--- config.mk ---
export PLATFORM = sky130hd
export DESIGN_NAME = serv_rf_if_seq
export DESIGN_NICKNAME = d
export VERILOG_FILES = /design/src/rtl/serv_rf_pkg.sv /design/src/rtl/serv_rf_replay_buf.sv /design/src/rtl/serv_rf_if_seq.sv
export SDC_FILE = /design/constraint.sdc
export NUM_CORES = 1
export LEC_CHECK = 0
export ABC_AREA = 1
export CORE_MARGIN = 2
export CORE_UTILIZATION = 21
export CTS_BUF_LIST = sky130_fd_sc_hd__clkbuf_4 sky130_fd_sc_hd__clkbuf_8 sky130_fd_sc_hd__clkbuf_16
export CTS_CLUSTER_SIZE = 24
export DETAILED_ROUTE_END_ITERATION = 7
export PLACE_DENSITY = 0.78
export SYNTH_ARGS = -nofsm -noshare
export SYNTH_HDL_FRONTEND = slang
export SYNTH_SLANG_ARGS = --single-unit
--- constraint.sdc ---
create_clock -name clk -period 1.2 [get_ports clk]
set_input_delay 0.3 -clock clk [delete_from_list [all_inputs] [get_ports clk]]
set_output_delay 0.3 -clock clk [all_outputs]
set_load 0.01 [all_outputs]
--- src/rtl/serv_rf_pkg.sv ---
// serv_rf_pkg: shared RF address map, address width and replay FSM states
package serv_rf_pkg;
    localparam int RF_AW = 6;
    localparam logic [RF_AW-1:0] CSR_MSCRATCH = 6'd32;
    localparam logic [RF_AW-1:0] CSR_MTVEC    = 6'd33;
    localparam logic [RF_AW-1:0] CSR_MEPC     = 6'd34;
    localparam logic [RF_AW-1:0] CSR_MTVAL    = 6'd35;
    typedef enum logic [1:0] {IDLE, CAPTURE, REPLAY} rf_state_e;
endpackage

--- src/rtl/serv_rf_replay_buf.sv ---
// serv_rf_replay_buf: captures the secondary write stream and replays it on the single write port
module serv_rf_replay_buf
    import serv_rf_pkg::*;
#(
    parameter int W = 1
) (
    input  logic             clk,
    input  logic             i_rst_n,
    input  logic             i_cnt_en,
    input  logic             i_cnt_done,
    input  logic             i_wen,
    input  logic [RF_AW-1:0] i_waddr,
    input  logic [W-1:0]     i_wdata,
    output logic             o_busy,
    output logic [RF_AW-1:0] o_waddr,
    output logic [W-1:0]     o_wdata
);
    localparam int BEATS = 32 / W;
    rf_state_e        state_q, state_d;
    logic [31:0]      buf_q, buf_d;
    logic [4:0]       cnt_q, cnt_d;
    logic [RF_AW-1:0] addr_q, addr_d;
    logic             shift_in;
    always_comb begin
        state_d  = state_q;
        buf_d    = buf_q;
        cnt_d    = cnt_q;
        addr_d   = addr_q;
        shift_in = i_cnt_en & i_wen;
        case (state_q)
            IDLE: if (shift_in) begin
                buf_d   = {i_wdata, buf_q[31:W]};
                addr_d  = i_waddr;
                cnt_d   = 5'(BEATS - 1);
                state_d = i_cnt_done ? REPLAY : CAPTURE;
            end
            CAPTURE: begin
                buf_d   = shift_in ? {i_wdata, buf_q[31:W]} : buf_q;
                cnt_d   = 5'(BEATS - 1);
                state_d = i_cnt_done ? REPLAY : CAPTURE;
            end
            REPLAY: begin
                buf_d   = buf_q >> W;
                cnt_d   = cnt_q - 5'd1;
                state_d = (cnt_q == 5'd0) ? IDLE : REPLAY;
            end
            default: state_d = IDLE;
        endcase
    end
    always_ff @(posedge clk or negedge i_rst_n) begin
        if (!i_rst_n) begin
            state_q <= IDLE;
            buf_q   <= '0;
            cnt_q   <= '0;
            addr_q  <= '0;
        end else begin
            state_q <= state_d;
            buf_q   <= buf_d;
            cnt_q   <= cnt_d;
            addr_q  <= addr_d;
        end
    end
    assign o_busy  = (state_q == REPLAY);
    assign o_waddr = addr_q;
    assign o_wdata = buf_q[W-1:0];
endmodule

--- src/rtl/serv_rf_if_seq.sv ---
// serv_rf_if_seq: maps rd, rs1/rs2 and CSR/trap accesses onto a GPR+CSR register file
module serv_rf_if_seq
    import serv_rf_pkg::*;
#(
    parameter int W         = 1,
    parameter int CSR_REGS  = 4,
    parameter int CA        = $clog2(CSR_REGS),
    parameter int TRAP_HOLD = 2,
    parameter int WR_PORTS  = 2
) (
    input  logic             clk,
    input  logic             i_rst_n,
    input  logic             i_cnt_en,
    input  logic             i_cnt_done,
    output logic             o_busy,
    output logic [RF_AW-1:0] o_wreg0,
    output logic [RF_AW-1:0] o_wreg1,
    output logic             o_wen0,
    output logic             o_wen1,
    output logic [W-1:0]     o_wdata0,
    output logic [W-1:0]     o_wdata1,
    output logic [RF_AW-1:0] o_rreg0,
    output logic [RF_AW-1:0] o_rreg1,
    input  logic [W-1:0]     i_rdata0,
    input  logic [W-1:0]     i_rdata1,
    input  logic             i_trap,
    input  logic             i_mret,
    input  logic             i_mtval_pc,
    input  logic [W-1:0]     i_mepc,
    input  logic [W-1:0]     i_bufreg_q,
    input  logic [W-1:0]     i_bad_pc,
    output logic [W-1:0]     o_csr_pc,
    input  logic             i_csr_en,
    input  logic [CA-1:0]    i_csr_addr,
    input  logic [W-1:0]     i_csr,
    output logic [W-1:0]     o_csr,
    input  logic             i_rd_wen,
    input  logic [4:0]       i_rd_waddr,
    input  logic [W-1:0]     i_ctrl_rd,
    input  logic [W-1:0]     i_alu_rd,
    input  logic [W-1:0]     i_csr_rd,
    input  logic [W-1:0]     i_mem_rd,
    input  logic             i_rd_alu_en,
    input  logic             i_rd_csr_en,
    input  logic             i_rd_mem_en,
    input  logic [4:0]       i_rs1_raddr,
    input  logic [4:0]       i_rs2_raddr,
    output logic [W-1:0]     o_rs1,
    output logic [W-1:0]     o_rs2
);
    logic [3:0]       hold_q, hold_d;
    logic [W-1:0]     rd, pdata, sdata, rb_wdata;
    logic [RF_AW-1:0] paddr, saddr, csr_reg, rb_waddr;
    logic             rd_wen, pen, sen, trap_d, rb_busy;
    always_comb begin
        rd      = i_ctrl_rd | (i_alu_rd & {W{i_rd_alu_en}}) | (i_csr_rd & {W{i_rd_csr_en}})
                | (i_mem_rd & {W{i_rd_mem_en}});
        rd_wen  = i_rd_wen & (i_rd_waddr != 5'd0);
        hold_d  = i_trap ? 4'(TRAP_HOLD) : (hold_q != 4'd0) ? hold_q - 4'd1 : 4'd0;
        trap_d  = i_trap | (hold_q != 4'd0);
        csr_reg = CSR_MSCRATCH + 6'(i_csr_addr);
        pdata   = i_trap ? (i_mtval_pc ? i_bad_pc : i_bufreg_q) : rd;
        paddr   = trap_d ? CSR_MTVAL : {1'b0, i_rd_waddr};
        pen     = i_trap | rd_wen;
        sdata   = i_trap ? i_mepc : i_csr;
        saddr   = trap_d ? CSR_MEPC : csr_reg;
        sen     = i_trap | i_csr_en;
        o_busy   = rb_busy;
        o_wen0   = i_rst_n & (rb_busy | (i_cnt_en & pen));
        o_wreg0  = rb_busy ? rb_waddr : paddr;
        o_wdata0 = rb_busy ? rb_wdata : pdata;
        o_wen1   = i_rst_n & (WR_PORTS == 2) & i_cnt_en & sen;
        o_wreg1  = saddr;
        o_wdata1 = sdata;
        o_rreg0  = {1'b0, i_rs1_raddr};
        o_rreg1  = i_trap ? CSR_MTVEC : i_mret ? CSR_MEPC : i_csr_en ? csr_reg : {1'b0, i_rs2_raddr};
        o_rs1    = i_rdata0;
        o_rs2    = i_rdata1;
        o_csr_pc = i_rdata1;
        o_csr    = i_rdata1 & {W{i_csr_en}};
    end
    always_ff @(posedge clk or negedge i_rst_n) begin
        if (!i_rst_n) hold_q <= '0;
        else          hold_q <= hold_d;
    end
    if (WR_PORTS == 1) begin : g_replay
        serv_rf_replay_buf #(.W(W)) u_replay (
            .clk        (clk),
            .i_rst_n    (i_rst_n),
            .i_cnt_en   (i_cnt_en),
            .i_cnt_done (i_cnt_done),
            .i_wen      (sen),
            .i_waddr    (saddr),
            .i_wdata    (sdata),
            .o_busy     (rb_busy),
            .o_waddr    (rb_waddr),
            .o_wdata    (rb_wdata)
        );
    end else begin : g_direct
        logic unused_done;
        assign unused_done = i_cnt_done;
        assign rb_busy  = 1'b0;
        assign rb_waddr = '0;
        assign rb_wdata = '0;
    end
endmodule

==> impl_results.md, run 1 <==
* Port Buffers at 52
* IO Pins at 72
* FF+latch area at 100 sq um
* Via density at 4.05
* Setup slack, reg-to-reg at -0.25 ns
* Post-route DRC violation count at 0
* Worst-skew pair later-pin latency at 0.24 ns
* First-pass GRT wire length at 3.02 mm
* Initial DRC count at 4
* Die Ht at 53.5 um
* Synthesis warning total at 0
* Top flop regs: hold_q x4
* Final setup margin at -0.468 ns
* Placed cell count at 168
* RR Endpoint: hold_q[2]
* DRT Wirelength at 1.94 mm
* Min-delay src: i_trap
* Routed wire per std cell at 10.5 um
* Dominant synthesized flop cell: dfrtp_1
* CTS tree: done
* Crit path arrival time at 1.37 ns
* Largest Register: hold_q
* Chip Width at 53.5 um
* Register area share after synthesis at 0.194
* Number of flops mapped to enable cells by yosys at 0
* Initial antenna violation count at 0
* WP data required at 0.90 ns
* Maximum vdd drop at 0.000381 V
* Max clock buf depth at 2
* Leak at 0.653 nW
* Failing checks: setup timing
* RePlAce Congestion at 0.637
* Minimum clock period at 1.67 ns
* CTS Sinks at 4
* Area leader, netlist: buf_4
* Worst Path Class, Setup: reg -> out
* Largest net degree at the start of global routing at 7
* Total gr overflow at 0
* Crit path max fanout at 5
* Cells after synthesis at 88
* Place WS at -0.849 ns
* Core ar. at 2280 sq um
* H-tree levels at 1
* Die area at 2870 sq um
* Count of pins over their slew limit at 0
* Worst Setup End Kind: output port
* Effective utilization at floorplan at 0.226
* Crit path launch type: flip-flop
* Area of the multi-input gates at 313 sq um
* Final Skew at 0.00593 ns
* P&R area growth vs syn at 120%
* Mean Syn Cell Area at 5.86 sq um
* Cell variety after synth at 16
* Vias in the first global route at 796
* Vias at 749
* Final-stage net count at 198
* Synthesized flop and latch total at 4
* Rows at 17
* Fillers at 239
* Status: finished with violations
* Antenna Cells at 0
* Highest clock rate at 600 MHz
* Drt pass-1 iters at 2
* Async SR Flop Fraction at 1.00
* HPWL Detailed at 1.47 mm
* Largest register FFs at 4
* Cells taking the most area after synthesis: buf_4 22%, dfrtp_1 19%, nand2_1 12%, inv_1 12%, nor2_1 8.0%
* Total Routing Usage GR at 0.142
* Fin crit share at 1.39
* Pwr dens at 601 nW/um^2
* Share of layout cells above drive strength 1 at 0.535
* Hold Vio Cnt, Final at 0
* Clock tree root buffer cell: clkbuf_4
* RSZ-0062 raised after global routing: true
* Min-delay worst type: in -> reg
* Max-Cap Viols at 0
* Post-synthesis cell area at 515 sq um
* Worst R2R Start: hold_q[1]
* TritonCTS buffer count at 3
* Reg2reg path depth at 9
* Hold Path Sink: hold_q[3]
* Top-area cell type share of the netlist area at 0.218
* # setup viols final at 10
* Reg clk slew, reported paths at 0.04 ns
* Final ANT Viol Nets at 0
* Hold Path Depth at 3
* Layout Cells excl Fill at 185
[cells in the final DEF, fill, tap and decap left out, types with 3 or more instances in the layout]
cell type	netlist	layout
a21oi_1	6	3
buf_2	0	20
buf_4	15	23
buf_6	0	10
clkbuf_2	0	6
clkbuf_4	0	3
clkdlybuf4s15_1	0	3
conb_1	2	6
dfrtp_1	4	4
dlygate4sd2_1	0	14
inv_1	16	12
inv_2	2	3
nand2_1	17	16
nor2_1	11	5
nor2_2	1	5
nor2_4	1	3
nor3_1	3	3
[cells in the mapped netlist, types with 2 or more instances]
master,number
inv_2,2
buf_4,15
inv_1,16
o21ai_0,4
conb_1,2
nand2_1,17
dfrtp_1,4
nor3_1,3
nor2_1,11
a21oi_1,6
nand3_1,3
[cell type report]
class | instances | area share
Clock buffer | 3 | 0.0199
Inverter | 18 | 0.0751
Multi-Input combinational cell | 55 | 0.276
Sequential cell | 4 | 0.0883
Tap cell | 28 | 0.0309
Timing Repair Buffer | 77 | 0.510
[logic make-up (layout without fill, tap and decap cells)]
| logic type | after synthesis | count (layout) | share of synthesized area |
|---|---|---|---|
| AO/OA/AOI/OAI | 11 | 11 | 0.112 |
| flip-flops | 4 | 4 | 0.194 |
| buffers and inverters | 33 | 98 | 0.350 |
| other | 2 | 6 | 0.0146 |
| AND/OR/NAND/NOR | 38 | 38 | 0.330 |
[power breakdown]
group	switching, W	internal [W]	total, W
combinational	0.000163	0.000203	0.000366
sequential	0.00000549	0.000142	0.000148
clock	0.0000559	0.000112	0.000168
total	0.000224	0.000457	0.000681
[stage by stage]
stage	setup TNS (ns)	utilization	power (W)	area, sq um	hold slack (ns)
after global routing	-4.52	0.498	0.000732	1130	0.396
final	-3.77	0.498	0.000681	1130	0.390
after floorplan	-0.209	-	0.000294	541	0.00441
after global placement	-14.95	0.468	0.000473	1070	0.541
after detailed placement	-15.31	0.468	0.000480	1070	0.567
after CTS	-3.63	0.478	0.000656	1090	0.132
[what timing repair did]
action,in CTS,in global routing
endpoints found under the setup margin,21,17
gates resized for setup,162,28
buffers inserted,12,2
pin swaps,27,20
endpoints found under the hold margin,0,4
hold buffers,0,1
[worst max path at each step]
| stage | startpoint | end | slack [ns] |
|---|---|---|---|
| floorplan | hold_q[1] | o_wreg0[5] | -0.04 |
| global placement | i_trap | o_rreg1[2] | -0.81 |
| detailed placement | i_trap | o_rreg1[4] | -0.85 |
| CTS | hold_q[0] | o_wreg0[2] | -0.49 |
| global route | hold_q[1] | o_wreg0[2] | -0.54 |
| finish | hold_q[1] | o_wreg0[2] | -0.47 |
[critical path, cell delays in order (launching register included)]
cell	delay, ns
dfrtp_1	0.39
nor2_2	0.15
nand2_2	0.09
nor2_4	0.11
nand2_4	0.08
buf_6	0.13
nor2_2	0.06
buf_2	0.13
[metal layers]
metal  global-route usage  vias up  share of wire
li1                     -      385              -
met1                0.132      323           0.32
met2                0.294       41           0.56
met3               0.0389        0           0.12
met4               0.0427        0              0
met5                    0        -              0
No activity file was read; power rests on OpenSTA's default activity.
==> run 2, diff against run 1 <==
Settings changed: PLACE_DENSITY 0.78 to 0.84.
==> run 2 against run 1 <==
The flow still finishes with violations (setup timing). Global-route usage is 0.86 points lower. Routed wire length up 3.9%. Via count is 2.4% higher. Combinational power fell by 8.2%. Clock skew fell by 0.0032 ns. Register-to-register slack is essentially flat. Power shrank 5.3%. Design area is 5.9% lower. Die area unchanged. Sequential cell count did not move. Critical endpoint is now o_wreg1[1].
==> impl_results.md, run 2 (synthesis gave the netlist of run 1 again) <==
* Status: finished with violations (unchanged)
* Failing checks: setup timing (unchanged)
* RePlAce Congestion at 0.626 (was 0.637)
* Pwr dens at 604 nW/um^2 (was 601 nW/um^2)
* Most frequent cells in the layout: 23 x buf_2, 20 x buf_4, 13 x inv_1, 13 x nand2_1, 12 x dlygate4sd2_1 (was 23 x buf_4, 20 x buf_2, 16 x nand2_1, 14 x dlygate4sd2_1, 12 x inv_1)
* Total Routing Usage GR at 0.134 (was 0.142)
* Share of layout cells above drive strength 1 at 0.507 (was 0.535)
* M2 GR Usage at 0.276 (was 0.294)
* Sw Pwr at 0.000210 W (was 0.000224 W)
* Drt pass-1 iters at 4 (was 2)
* Die area at 2870 sq um (unchanged)
* P&R area growth vs syn at 107% (was 120%)
* Logic pwr share at 0.520 (was 0.537)
* RSZ-0062 raised after global routing: true (unchanged)
* Clock tree root buffer cell: clkbuf_4 (unchanged)
* Final setup margin at -0.403 ns (was -0.468 ns)
* CP peak stage delay at 0.38 ns (was 0.39 ns)
* Final TNS setup at -3.41 ns (was -3.77 ns)
* Total gr overflow at 0 (unchanged)
* CTS tree: done (unchanged)
* Chip Width at 53.5 um (unchanged)
* Core ar. at 2280 sq um (unchanged)
* Layout Cells excl Fill at 180 (was 185)
* Commonest non-fill, non-tap cell in the layout: buf_2 (was buf_4)
* Critical-path top delay cell: dfrtp_1 (unchanged)
* First-pass GRT wire length at 2.82 mm (was 3.02 mm)
* Largest register FFs at 4 (unchanged)
* Die Ht at 53.5 um (unchanged)
* Crit path launch type: flip-flop (unchanged)
* TritonCTS buffer count at 3 (unchanged)
* Fillers at 243 (was 239)
* Max clock buf depth at 2 (unchanged)
* Power share of the sequential group at 0.228 (was 0.217)
* CTS Sinks at 4 (unchanged)
* Highest clock rate at 624 MHz (was 600 MHz)
* Crit path max fanout at 6 (was 5)
* H-tree levels at 1 (unchanged)
* Final-stage net count at 193 (was 198)
* Met3 usage at 0.0500 (was 0.0389)
* Final ANT Viol Nets at 0 (unchanged)
* Maximum vdd drop at 0.000401 V (was 0.000381 V)
* IO Pins at 72 (unchanged)
* Worst Path Class, Setup: reg -> out (unchanged)
* Vias at 767 (was 749)
* Reg clk slew, reported paths at 0.04 ns (about the same)
* Worst-skew pair later-pin latency at 0.23 ns (was 0.24 ns)
* Top flop regs: hold_q x4 (unchanged)
* Count of pins over their slew limit at 0 (unchanged)
* Minimum clock period at 1.60 ns (was 1.67 ns)
* Initial antenna violation count at 0 (unchanged)
* Fin crit share at 1.34 (was 1.39)
* Placed Area at 1060 sq um (was 1070 sq um)
* Final Skew at 0.00273 ns (was 0.00593 ns)
* Worst Setup End Kind: output port (unchanged)
* Largest net degree at the start of global routing at 8 (was 7)
* Routed wire per std cell at 11.2 um (was 10.5 um)
* Crit path arrival time at 1.30 ns (was 1.37 ns)
* Max-Cap Viols at 0 (unchanged)
* Effective utilization at floorplan at 0.226 (unchanged)
* # setup viols final at 10 (unchanged)
* Cell Int Power at 0.000435 W (was 0.000457 W)
* Gr busiest metal: met2 (unchanged)
* Initial DRC count at 4 (unchanged)
* Rows at 17 (unchanged)
* Met1 GRT Util at 0.107 (was 0.132)
* Sequence of cells on the critical path: nor2_2 -> nand2_2 -> nor2_4 -> nand2_4 -> inv_4 -> nand2_2 -> buf_6 (was nor2_2 -> nand2_2 -> nor2_4 -> nand2_4 -> buf_6 -> nor2_2 -> buf_2)
* WP data required at 0.90 ns (about the same)
* Cell area after layout at 1070 sq um (was 1130 sq um)
* HPWL Detailed at 1.59 mm (was 1.47 mm)
* Port Buffers at 52 (unchanged)
* Antenna Cells at 0 (unchanged)
* Post-route DRC violation count at 0 (unchanged)
* Placed cell count at 167 (was 168)
* Vias in the first global route at 746 (was 796)
* Min-delay worst type: in -> reg (unchanged)
* Largest Register: hold_q (unchanged)
* Hold Vio Cnt, Final at 0 (unchanged)
* Net Sw Frac at 0.326 (was 0.329)
* Leak at 0.624 nW (was 0.653 nW)
* Clock share of power at 0.252 (was 0.246)
* Via density at 4.26 (was 4.05)
* DRT Wirelength at 2.02 mm (was 1.94 mm)
* Crit-path most repeated cell: nand2_2 (was nor2_2)
-- run 2: cell types whose count changed in the layout (fill, tap and decap cells not counted), sizes merged --
cell           delta
buf               -5
clkbuf            -3
clkdlybuf4s15     +5
dlygate4sd2       -2
-- run 2: stage by stage --
stage | util | power [W] | hold slack, ns | setup WS (ns)
finish | 0.469 | 0.000645 | 0.409 | -0.403
global placement | 0.465 | 0.000470 | 0.549 | -0.803
floorplan | - | 0.000294 | 0.00441 | -0.0353
global route | 0.469 | 0.000690 | 0.412 | -0.497
detailed placement | 0.465 | 0.000479 | 0.564 | -0.840
CTS | 0.446 | 0.000624 | 0.432 | -0.444
-- run 2: final cells by class --
| cell class | instances | area, sq um | area share |
|---|---|---|---|
| clock buffers | 3 | 22.5 | 0.0211 |
| inverters | 18 | 80.1 | 0.0750 |
| multi-input cells | 55 | 297 | 0.278 |
| flip-flops and latches | 4 | 100 | 0.0938 |
| well taps | 28 | 35.0 | 0.0328 |
| repair buffers | 72 | 533 | 0.499 |
-- run 2: what timing repair did --
action	in CTS	in global routing
buffers inserted	7	2
hold buffers	1	0
resized for setup	158	24
endpoints found under the setup margin	21	19
hold endpoints to repair	4	0
cloned	0	0
pin swaps	29	21
-- run 2: final timing paths --
| check | start | end | slack, ns | cells after the start |
|---|---|---|---|---|
| max | hold_q[1] | o_wreg1[1] | -0.40 | 7 |
| min | i_trap | hold_q[3] | 0.41 | 3 |
| max reg2reg | hold_q[1] | hold_q[2] | -0.24 | 8 |
| min reg2reg | hold_q[3] | hold_q[3] | 0.62 | 2 |
| max in group asynchronous | i_rst_n | hold_q[2] | 0.59 | 3 |
| min in group asynchronous | i_rst_n | hold_q[1] | 0.51 | 3 |
-- run 2: power groups by stage --
stage,sequential (W),clock [W],combinational [W]
finish,0.000147,0.000162,0.000336
global route,0.000147,0.000177,0.000365
CTS,0.000147,0.000170,0.000307
detailed placement,0.000149,0,0.000330
global placement,0.000148,0,0.000323
floorplan,0.000149,0,0.000145
-- run 2: metal layers --
layer	up-vias	wire length [um]
li1	375	-
met1	339	612
met2	45	1120
met3	8	233
met4	0	54
met5	-	0
-- run 2: critical path: cells and delay by family, from the launching register on --
kind | cells | cell delay (ns)
flops | 1 | 0.38
simple gates | 5 | 0.49
buf+inv | 2 | 0.19
